--- config.mk ---
export PLATFORM = sky130hd
export DESIGN_NAME = pipe_debug_display_flat
export DESIGN_NICKNAME = d
export VERILOG_FILES = /design/src/rtl/pipe_debug_display_pkg.sv /design/src/rtl/pipe_debug_display_if.sv /design/src/rtl/pipe_debug_display_hex_to_seg.sv /design/src/rtl/pipe_debug_display.sv /design/src/flat_wrapper.sv
export SDC_FILE = /design/constraint.sdc
export NUM_CORES = 1
export LEC_CHECK = 0
export ABC_CLOCK_PERIOD_IN_PS = 18550
export CORE_MARGIN = 2
export CORE_UTILIZATION = 30
export DETAILED_ROUTE_END_ITERATION = 8
export PLACE_DENSITY = 0.48
export REMOVE_ABC_BUFFERS = 1
export SLEW_MARGIN = 40
export SYNTH_ARGS = -nofsm -noshare
export SYNTH_HDL_FRONTEND = slang
export SYNTH_SLANG_ARGS = --single-unit
--- constraint.sdc ---
create_clock -name clk -period 18.55 [get_ports clk]
set_input_delay 3.71 -clock clk [delete_from_list [all_inputs] [get_ports clk]]
set_output_delay 3.71 -clock clk [all_outputs]
set_load 0.02 [all_outputs]
--- src/rtl/pipe_debug_display_pkg.sv ---
// Shared definitions for the pipeline debug display.
//   mode_e     : display mode encodings driven on the mode input
//   SEG_*      : active-low seven-segment patterns, bit0 = a .. bit6 = g
//   SEG_BLANK  : all segments off
package pipe_debug_display_pkg;

    typedef enum logic [1:0] {
        MODE_MANUAL = 2'd0,
        MODE_AUTO   = 2'd1,
        MODE_SPLIT  = 2'd2,
        MODE_BLANK  = 2'd3
    } mode_e;

    localparam logic [6:0] SEG_BLANK = 7'h7F;

    localparam logic [6:0] SEG_0 = 7'h40;
    localparam logic [6:0] SEG_1 = 7'h79;
    localparam logic [6:0] SEG_2 = 7'h24;
    localparam logic [6:0] SEG_3 = 7'h30;
    localparam logic [6:0] SEG_4 = 7'h19;
    localparam logic [6:0] SEG_5 = 7'h12;
    localparam logic [6:0] SEG_6 = 7'h02;
    localparam logic [6:0] SEG_7 = 7'h78;
    localparam logic [6:0] SEG_8 = 7'h00;
    localparam logic [6:0] SEG_9 = 7'h10;
    localparam logic [6:0] SEG_A = 7'h08;
    localparam logic [6:0] SEG_B = 7'h03;
    localparam logic [6:0] SEG_C = 7'h46;
    localparam logic [6:0] SEG_D = 7'h21;
    localparam logic [6:0] SEG_E = 7'h06;
    localparam logic [6:0] SEG_F = 7'h0E;

endpackage

--- src/rtl/pipe_debug_display_if.sv ---
// Signal bundle between a debug source and the display.
//   ch_data : flattened channels, channel k at [k*DATA_W +: DATA_W]
//   mode    : display mode (see mode_e)
//   sel     : channel index used in manual mode
//   freeze  : level input; every rising edge toggles the frozen state
//   hex     : active-low segments, digit d at [d*7 +: 7], digit 0 rightmost
//   ch_idx  : channel currently displayed (0 in split/blank)
//   frozen  : current freeze state
// All signals are plain levels sampled on the rising clock edge; there is
// no valid/ready handshake on this bundle.
interface pipe_debug_display_if #(
    parameter int NUM_CH     = 4,
    parameter int DATA_W     = 32,
    parameter int NUM_DIGITS = 8
);
    logic [NUM_CH*DATA_W-1:0] ch_data;
    logic [1:0]               mode;
    logic [3:0]               sel;
    logic                     freeze;
    logic [NUM_DIGITS*7-1:0]  hex;
    logic [3:0]               ch_idx;
    logic                     frozen;

    modport master (
        output ch_data, mode, sel, freeze,
        input  hex, ch_idx, frozen
    );

    modport slave (
        input  ch_data, mode, sel, freeze,
        output hex, ch_idx, frozen
    );
endinterface

--- src/rtl/pipe_debug_display_hex_to_seg.sv ---
// Combinational hex nibble to active-low seven-segment decoder.
//   nibble : 4-bit value 0..F
//   seg    : active-low segments, bit0 = a .. bit6 = g
module hex_to_seg
    import pipe_debug_display_pkg::*;
(
    input  logic [3:0] nibble,
    output logic [6:0] seg
);
    always_comb begin
        seg = SEG_BLANK;
        unique case (nibble)
            4'h0: seg = SEG_0;
            4'h1: seg = SEG_1;
            4'h2: seg = SEG_2;
            4'h3: seg = SEG_3;
            4'h4: seg = SEG_4;
            4'h5: seg = SEG_5;
            4'h6: seg = SEG_6;
            4'h7: seg = SEG_7;
            4'h8: seg = SEG_8;
            4'h9: seg = SEG_9;
            4'hA: seg = SEG_A;
            4'hB: seg = SEG_B;
            4'hC: seg = SEG_C;
            4'hD: seg = SEG_D;
            4'hE: seg = SEG_E;
            4'hF: seg = SEG_F;
        endcase
    end
endmodule

--- src/rtl/pipe_debug_display.sv ---
// Pipeline debug display: shows one of several debug words (e.g. PCs of
// each pipeline stage) on a row of seven-segment digits.
//   clk, rst : single clock, asynchronous active-high reset
//   bus      : pipe_debug_display_if slave (ch_data/mode/sel/freeze in,
//              hex/ch_idx/frozen out, all outputs registered)
// Modes: manual (sel picks channel), auto (channel rotates every
// DWELL_CYCLES clocks), split (low byte of channels 0.. on digit pairs),
// blank. A freeze toggle latches all channels into a snapshot.
module pipe_debug_display
    import pipe_debug_display_pkg::*;
#(
    parameter int NUM_CH       = 4,
    parameter int DATA_W       = 32,
    parameter int NUM_DIGITS   = 8,
    parameter int DWELL_CYCLES = 50_000_000
) (
    input logic                 clk,
    input logic                 rst,
    pipe_debug_display_if.slave bus
);
    localparam int              CNT_W    = (DWELL_CYCLES > 2) ? $clog2(DWELL_CYCLES) : 1;
    localparam logic [CNT_W-1:0] CNT_LAST = CNT_W'(DWELL_CYCLES - 1);
    localparam logic [4:0]      NUM_CH_5 = 5'(NUM_CH);

    // State
    logic [NUM_CH*DATA_W-1:0] snapshot;
    logic                     freeze_q;
    logic                     frozen_q;
    mode_e                    mode_q;
    logic [CNT_W-1:0]         cnt;
    logic [3:0]               idx_q;
    logic [NUM_DIGITS*7-1:0]  hex_q;

    // Next-state values
    mode_e                    mode_cur;
    logic                     freeze_rise;
    logic                     frozen_next;
    logic [NUM_CH*DATA_W-1:0] snapshot_next;
    logic [NUM_CH*DATA_W-1:0] src_data;
    logic [CNT_W-1:0]         cnt_next;
    logic [3:0]               idx_next;
    logic                     idx_in_range;
    logic [31:0]              ch_w [16];
    logic [31:0]              disp_word;
    logic [NUM_DIGITS*7-1:0]  hex_next;

    assign mode_cur    = mode_e'(bus.mode);
    assign freeze_rise = bus.freeze & ~freeze_q;
    assign frozen_next = frozen_q ^ freeze_rise;

    // Snapshot is captured only on the edge that enters the frozen state.
    assign snapshot_next = (freeze_rise && !frozen_q) ? bus.ch_data : snapshot;

    // Display source follows the freeze state being entered this edge, so
    // hex and frozen always describe the same data.
    assign src_data = frozen_next ? snapshot_next : bus.ch_data;

    // Channels zero-extended to 32 bits; unused slots read as zero so that
    // any 4-bit index can be looked up safely.
    for (genvar k = 0; k < 16; k++) begin : g_ch
        if (k < NUM_CH) begin : g_used
            assign ch_w[k] = 32'(src_data[k*DATA_W +: DATA_W]);
        end else begin : g_unused
            assign ch_w[k] = 32'h0;
        end
    end

    // Channel index and dwell counter
    always_comb begin
        idx_next = idx_q;
        cnt_next = cnt;
        unique case (mode_cur)
            MODE_MANUAL: begin
                idx_next = bus.sel;
                cnt_next = '0;
            end
            MODE_AUTO: begin
                if (mode_q != MODE_AUTO) begin
                    idx_next = '0;
                    cnt_next = '0;
                end else if (!frozen_q) begin
                    if (cnt == CNT_LAST) begin
                        cnt_next = '0;
                        idx_next = ({1'b0, idx_q} >= NUM_CH_5 - 5'd1) ? 4'd0 : idx_q + 4'd1;
                    end else begin
                        cnt_next = cnt + CNT_W'(1);
                    end
                end
            end
            default: begin
                idx_next = '0;
                cnt_next = '0;
            end
        endcase
    end

    assign idx_in_range = {1'b0, idx_next} < NUM_CH_5;
    assign disp_word    = ch_w[idx_next];

    // Per-digit nibble selection and decode
    for (genvar d = 0; d < NUM_DIGITS; d++) begin : g_digit
        // Split mode: digit pair counted from the left holds channel K.
        localparam int K = NUM_DIGITS / 2 - 1 - d / 2;

        logic [3:0] nib;
        logic       blank;
        logic [6:0] seg;

        always_comb begin
            nib   = 4'h0;
            blank = 1'b1;
            unique case (mode_cur)
                MODE_MANUAL, MODE_AUTO: begin
                    nib   = disp_word[d*4 +: 4];
                    blank = !idx_in_range;
                end
                MODE_SPLIT: begin
                    if (K < NUM_CH) begin
                        nib   = (d % 2 == 1) ? ch_w[K][7:4] : ch_w[K][3:0];
                        blank = 1'b0;
                    end
                end
                default: ;
            endcase
        end

        hex_to_seg u_seg (
            .nibble (nib),
            .seg    (seg)
        );

        assign hex_next[d*7 +: 7] = blank ? SEG_BLANK : seg;
    end

    always_ff @(posedge clk or posedge rst) begin
        if (rst) begin
            hex_q    <= {NUM_DIGITS{SEG_BLANK}};
            idx_q    <= '0;
            frozen_q <= 1'b0;
            freeze_q <= 1'b0;
            cnt      <= '0;
            snapshot <= '0;
            mode_q   <= MODE_MANUAL;
        end else begin
            hex_q    <= hex_next;
            idx_q    <= idx_next;
            frozen_q <= frozen_next;
            freeze_q <= bus.freeze;
            cnt      <= cnt_next;
            snapshot <= snapshot_next;
            mode_q   <= mode_cur;
        end
    end

    assign bus.hex    = hex_q;
    assign bus.ch_idx = idx_q;
    assign bus.frozen = frozen_q;

endmodule

--- src/flat_wrapper.sv ---
// flat-port wrapper written by rule: the top's interface ports become plain ports
module pipe_debug_display_flat import pipe_debug_display_pkg::*;
#(
    parameter int NUM_CH       = 4,
    parameter int DATA_W       = 32,
    parameter int NUM_DIGITS   = 8,
    parameter int DWELL_CYCLES = 50_000_000
)
  (clk, rst, bus_ch_data, bus_mode, bus_sel, bus_freeze, bus_hex, bus_ch_idx, bus_frozen);
  pipe_debug_display_if #(.NUM_CH(NUM_CH), .DATA_W(DATA_W), .NUM_DIGITS(NUM_DIGITS)) bus_i ();
  input logic clk;
  input logic rst;
  input wire logic [$bits(bus_i.ch_data)-1:0] bus_ch_data;
  input wire logic [$bits(bus_i.mode)-1:0] bus_mode;
  input wire logic [$bits(bus_i.sel)-1:0] bus_sel;
  input wire logic [$bits(bus_i.freeze)-1:0] bus_freeze;
  output wire logic [$bits(bus_i.hex)-1:0] bus_hex;
  output wire logic [$bits(bus_i.ch_idx)-1:0] bus_ch_idx;
  output wire logic [$bits(bus_i.frozen)-1:0] bus_frozen;
  assign bus_i.ch_data = bus_ch_data;
  assign bus_i.mode = bus_mode;
  assign bus_i.sel = bus_sel;
  assign bus_i.freeze = bus_freeze;
  assign bus_hex = bus_i.hex;
  assign bus_ch_idx = bus_i.ch_idx;
  assign bus_frozen = bus_i.frozen;
  pipe_debug_display #(.NUM_CH(NUM_CH), .DATA_W(DATA_W), .NUM_DIGITS(NUM_DIGITS), .DWELL_CYCLES(DWELL_CYCLES)) u_core (.clk(clk), .rst(rst), .bus(bus_i));
endmodule
# Word level (Yosys, flattened, before mapping)
# Memories as Yosys holds them, arrays and structs flattened.
# Cells that the tools add are included.
# word_totals
register_bits	218
output_inout_bits	61
wordCells	65
rom_bits	896
n_memories	8
# op_classes
eq_ne	5
order_cmp	3
add_sub_neg	2
bitwise	4
reduce_logical	5
n_mux	31
# mem_list
memory	words	width	read_ports	rd_clocked_by_memory_dff	write_ports	line_no	text
(name not given)	16	7	1	0	0	pipe_debug_display_hex_to_seg.sv:12	unique case (nibble)
(name not given)	16	7	1	0	0	pipe_debug_display_hex_to_seg.sv:12	
(name not given)	16	7	1	0	0	pipe_debug_display_hex_to_seg.sv:12	
(name not given)	16	7	1	0	0	pipe_debug_display_hex_to_seg.sv:12	
(name not given)	16	7	1	0	0	pipe_debug_display_hex_to_seg.sv:12	
(name not given)	16	7	1	0	0	pipe_debug_display_hex_to_seg.sv:12	
+2 memories	-	-	-	-	-	-	
# op_table
op	count
2-to-1 mux 128 bit	2
binary-select mux 32 bit (select 4 bit)	1
2-to-1 mux 26 bit	4
one-hot mux 4 bit (2 select lines)	9
2-to-1 mux 32 bit	2
2-to-1 mux 7 bit	8
adder 26 x 1 -> 26 bit, second input constant	1
== test 26 bit, second input constant	1
2-to-1 mux 4 bit	4
>= comparator 5 bit, second input constant	1
NOT 4 -> 5 bit	1
adder 4 x 1 -> 4 bit, second input constant	1
>= comparator 4 x 2 -> 1 bit, second input constant	1
< comparator 4 x 3 -> 1 bit, second input constant	1
inequality test 3 bit, second input constant	1
== test 2 x 1 -> 1 bit, second input constant	1
== test 2 bit, second input constant	1
logical NOT 1 bit	2
logical NOT 2 bit	1
inequality test 2 x 1 -> 1 bit, second input constant	1
one-hot mux 1 bit (2 select lines)	1
OR reduction 2 bit	1
bitwise AND 1 bit	1
logical AND 1 bit	1
other kinds (2)	2

# Depth between registers and ports, before layout
# An unclocked memory read counts as a cell.
# logic_depth
depth_word	13
mapped_depth	17

# Modules after synthesis
# A second synthesis with hierarchy kept.
# hier_totals
cells_unflattened	1192
area_unflattened_um2	12964.9
# by_module_without_submodules
mod	area_per_inst_um2	instances	cells_each
pipe_debug_display	10762.8	1	936
hex_to_seg	275.3	8	32

# Least setup slack after synthesis
# No wires, ideal clock.
# synth_path
path_kind	in2reg
start	input port bus_freeze
end	register u_core.hex_q[17], in the netlist u_core.bus.hex[17]
path_slack_ns	11.535
cell_stages	16
arrival_ns	6.921
cell_sequence	nor2b_1 ha_1 clkbuf_1 inv_2 buf_2 buf_2 clkbuf_1 mux2i_1 nor2_1 a21oi_1 o221ai_1 inv_1 ha_1 nor2b_1 a2111oi_0 a21oi_1
# synth_via
elab_chain_len	10
word_cells_on_any_way	11
cone_classes	mux (7); bitwise (2); reduce/logical (1); memory (1)
# synth_lines
item	line_no	text
start: declaration	flat_wrapper.sv:16	input wire logic [$bits(bus_i.freeze)-1:0] bus_freeze;
bitwise AND 1 bit *	pipe_debug_display.sv:48	assign freeze_rise = bus.freeze & ~freeze_q;
logical AND 1 bit	pipe_debug_display.sv:52	assign snapshot_next = (freeze_rise && !frozen_q) ? bus.ch_data : snapshot;
2-to-1 mux 128 bit	pipe_debug_display.sv:52	
2-to-1 mux 128 bit *	pipe_debug_display.sv:56	assign src_data = frozen_next ? snapshot_next : bus.ch_data;
binary-select mux 32 bit (select 4 bit)	pipe_debug_display.sv:98	assign disp_word = ch_w[idx_next];
2-to-1 mux 32 bit (implied by the code) (2 in a row)	pipe_debug_display.sv:98	
one-hot mux 4 bit (2 select lines) *	pipe_debug_display.sv:112	unique case (mode_cur)
memory read (16 x 7 bit) *	-	
2-to-1 mux 7 bit *	pipe_debug_display.sv:132	assign hex_next[d*7 +: 7] = blank ? SEG_BLANK : seg;
named net u_core.hex_next[17]	pipe_debug_display.sv:45	logic [NUM_DIGITS*7-1:0] hex_next;
end signal: assignment	pipe_debug_display.sv:137	hex_q <= {NUM_DIGITS{SEG_BLANK}};
end signal: assignment	pipe_debug_display.sv:145	hex_q <= hex_next;
end: declaration	pipe_debug_display.sv:32	logic [NUM_DIGITS*7-1:0] hex_q;
# Mark *: on every way through the listed nets, which the timed path passes. The rest lies on a longest branch. The select of a mux whose other input is x is not followed.
# A chain may end at the register's enable or synchronous reset.

# Worst setup path after layout
# layout_path
start	input port bus_mode[1]
end	register u_core.hex_q[49], in the netlist u_core.bus.hex[49]
# layout_via
elab_chain_len	9
word_cells_on_any_way	15
cone_classes	order compare (1); eq/ne (2); mux (7); bitwise (1); reduce/logical (3); memory (1)
# layout_lines
item	line_no	text
start: declaration	flat_wrapper.sv:14	input wire logic [$bits(bus_i.mode)-1:0] bus_mode;
== test 2 x 1 -> 1 bit or logical NOT 2 bit (tied branches)	pipe_debug_display.sv:72, pipe_debug_display.sv:112	
one-hot mux 4 bit (2 select lines)	pipe_debug_display.sv:72	unique case (mode_cur)
NOT 4 -> 5 bit (implied by the code)	pipe_debug_display.sv:98	
binary-select mux 32 bit (select 4 bit)	pipe_debug_display.sv:98	
2-to-1 mux 32 bit (implied by the code) (2 in a row)	pipe_debug_display.sv:98	
one-hot mux 4 bit (2 select lines)	pipe_debug_display.sv:112	
memory read (16 x 7 bit)	-	
2-to-1 mux 7 bit *	pipe_debug_display.sv:132	
named net u_core.hex_next[49]	pipe_debug_display.sv:45	
# Marked as above.

==> results.tsv <==
metric	value	unit
outcome	complete, no violations	
portBuffers	197	
cts_root_buf	clkbuf_16	
initial_core_util	30.4	%
gp_congestion	0.782	
cts_resized	0	
cts_buffer_depth	3	
path_max_fanout	35	
synthCells	1150	
cp-end-kind	register	
finalClockSkew	0.0117	ns
cts_tree	done	
post_cts_buffers	0	
slew-limit-headroom	44.0	%
critical_path_class	primary input to register	
tightestPinTransition	0.840	ns
synth_ff_type	dfrtp_1	
antenna_left	0	
layout-drive-gt1-share	23.9	%
ir_drop	0.0726	mV
wl	40.2	mm
fillers	4075	
cap_viol_max_count	0	
finalWorstSetupSlack	10.95	ns
pin_count	198	
finalMaxSlewViolations	0	
std_cell_rows	75	
clkSlewWorstSetupHoldPaths	0.05	ns
final_area	16300	um2
grt_pass1_wl	61.7	mm
startpoint	bus_mode[1]	
grt_pass1_vias	10000	
cts_made_buffers	28	
overflow	0	
power_density	147	nW/um2
ys_types	75	
drt-pass1-iter-count	4	
p_leak	6.62	nW
hold_path_depth	1	
area_delta_synth_final	27.7	%
ys_async_sr_fraction	100	%
synth_edf_count	0	
dp_slack	10.23	ns
hold_path_class	register to register	
h-tree-depth	1	
wl_per_cell	21.3	um
hpwl	27.7	mm
netlist_area	12800	um2
vias_per_cell	5.15	
drc	0	
max_freq	0.132	GHz
cp.required	19.02	ns
grt.total_usage	18.2	%
yosysWarningCount	0	
insertion_delay	0.55	ns
rsz0062_at_grt	false	
drtIter0Drc	448	
worstHoldStart	u_core.snapshot[81]$_DFF_PP0_	
antenna_found_initial	10	
placed_cell_area	15300	um2
cts-hold-fix-buffers	0	
cp-start-kind	primary input	
clock_sinks	218	
rr_startpoint	u_core.cnt[0]$_DFFE_PP0P_	
synth.avg_cell_area	11.1	um2
fin_nets	1509	
ys_ff_latch	218	
die_x	210	um
post-route-period-util	41.0	%
grt_max_degree	83	
r2r_cells	12	
dieHeight	210	um
period_minus_slack	7.60	ns
num_vias	9719	
dieArea	44200	um2
tns	0	ns
core-area	41900	um2
hold_viol	0	
finalSetupViolations	0	
ys_seq_area_share	43.3	%
arrival	8.07	ns
## placed cells by master, fill, tap and decap left out, types with 11 or more instances in the layout
cell             count
nand2_1             66
a21oi_1             41
dfstp_2             56
clkdlybuf4s50_1    197
mux2_2             151
ha_1                50
nor2_1              80
o21ai_0             30
o221ai_1            26
mux4_2              11
clkbuf_16           29
inv_1               26
mux2i_1            113
nand3_1             37
nor3_1              16
nor2b_1             15
dfrtp_1            162
buf_4               12
xor2_1              18
## where the power goes
group | switching (W) | internal [W]
Sequential | 0.0000674 | 0.000698
Combinational | 0.000554 | 0.000497
Clock | 0.000216 | 0.000364
## state kept, by name (all words and copies together), names as in the netlist
register,count
u_core.snapshot,128
u_core.mode_q,2
u_core.cnt,26
u_core.bus.ch_idx,4
u_core.bus.hex,56
u_core.bus.frozen,1
u_core.freeze_q,1
## metrics by stage
step,hold slack [ns],power (W),cells,utilization (%)
2_1_floorplan,0.466,0.00149,1073,-
3_3_place_gp,0.475,0.00181,1825,36.2
3_5_place_dp,0.481,0.00183,1829,36.4
4_1_cts,0.495,0.00242,1881,38.8
5_1_grt,0.501,0.00255,1883,38.8
6_report,0.493,0.00240,1886,38.9
## cell families after synthesis
kind of cell / count (synthesis) / synth area share [%]
XOR/XNOR: 24 / 1.65
flip-flops: 218 / 43.3
buffers and inverters: 107 / 3.83
AO/OA/AOI/OAI: 195 / 11.2
AND/OR/NAND/NOR: 280 / 10.9
multiplexers: 275 / 24.1
adder cells (fa/ha/maj): 51 / 5.00
## synth_stat cells, types with 9 or more instances
library cell  count  area (um2)
o211ai_1          9        67.6
buf_2            22         110
nand3_1          37         185
inv_1            27         101
mux2i_1         113        1130
mux2_2          151        1700
xor2_1           18         158
nor2_1           81         304
ha_1             51         638
o221ai_1         26         228
o21ai_0          30         150
mux4_2           11         248
dfstp_2          56        1470
dfrtp_1         162        4050
buf_1            12        45.0
nor2b_1          16         100
nand2_1          66         248
nand2b_1          9        56.3
nor3_1           16        80.1
clkbuf_1         31         116
a21oi_1          42         210
## routing by layer
| layer | wire length [um] | global-route usage [%] | vias up |
|---|---|---|---|
| li1 | - | - | 4539 |
| met5 | 101 | 0 | - |
| met1 | 18600 | 25.1 | 4870 |
| met3 | 2440 | 4.01 | 52 |
| met2 | 18600 | 29.6 | 244 |
| met4 | 535 | 3.33 | 14 |
## path summary, 6_finish.rpt
| path | to | slack [ns] |
|---|---|---|
| min in group asynchronous | u_core.bus.ch_idx[3]$_DFF_PP0_ | 3.63 |
| hold reg to reg | u_core.snapshot[81]$_DFF_PP0_ | 0.49 |
| setup / recovery | u_core.bus.hex[49]$_DFF_PP1_ | 10.95 |
| setup reg to reg | u_core.bus.hex[45]$_DFF_PP1_ | 13.96 |
| hold / removal | u_core.snapshot[81]$_DFF_PP0_ | 0.49 |
| max in group asynchronous | u_core.snapshot[78]$_DFF_PP0_ | 13.79 |
## area by class of cell
cell class	instances	area, um2	share of cell area (%)
timing repair buffer	218	2140	13.1
tap	539	674	4.14
clock inverter	11	158	0.967
sequential	218	5530	33.9
inverter	30	121	0.745
multi-input combinational	825	6840	41.9
clock buffer	41	831	5.10
antenna	4	10.0	0.0614
## critical path: stages
cell             delay [ns]
clkdlybuf4s50_1        0.55
and4bb_1               0.51
a31oi_1                0.20
nor3_4                 0.65
nor2_4                 0.08
inv_2                  0.12
buf_4                  0.42
mux2i_1                0.25
mux2i_1                0.15
o22ai_1                0.46
inv_1                  0.17
ha_1                   0.29
nor4b_1                0.31
nor2_1                 0.07
o211a_1                0.12
(Power assumes the default switching activity.)
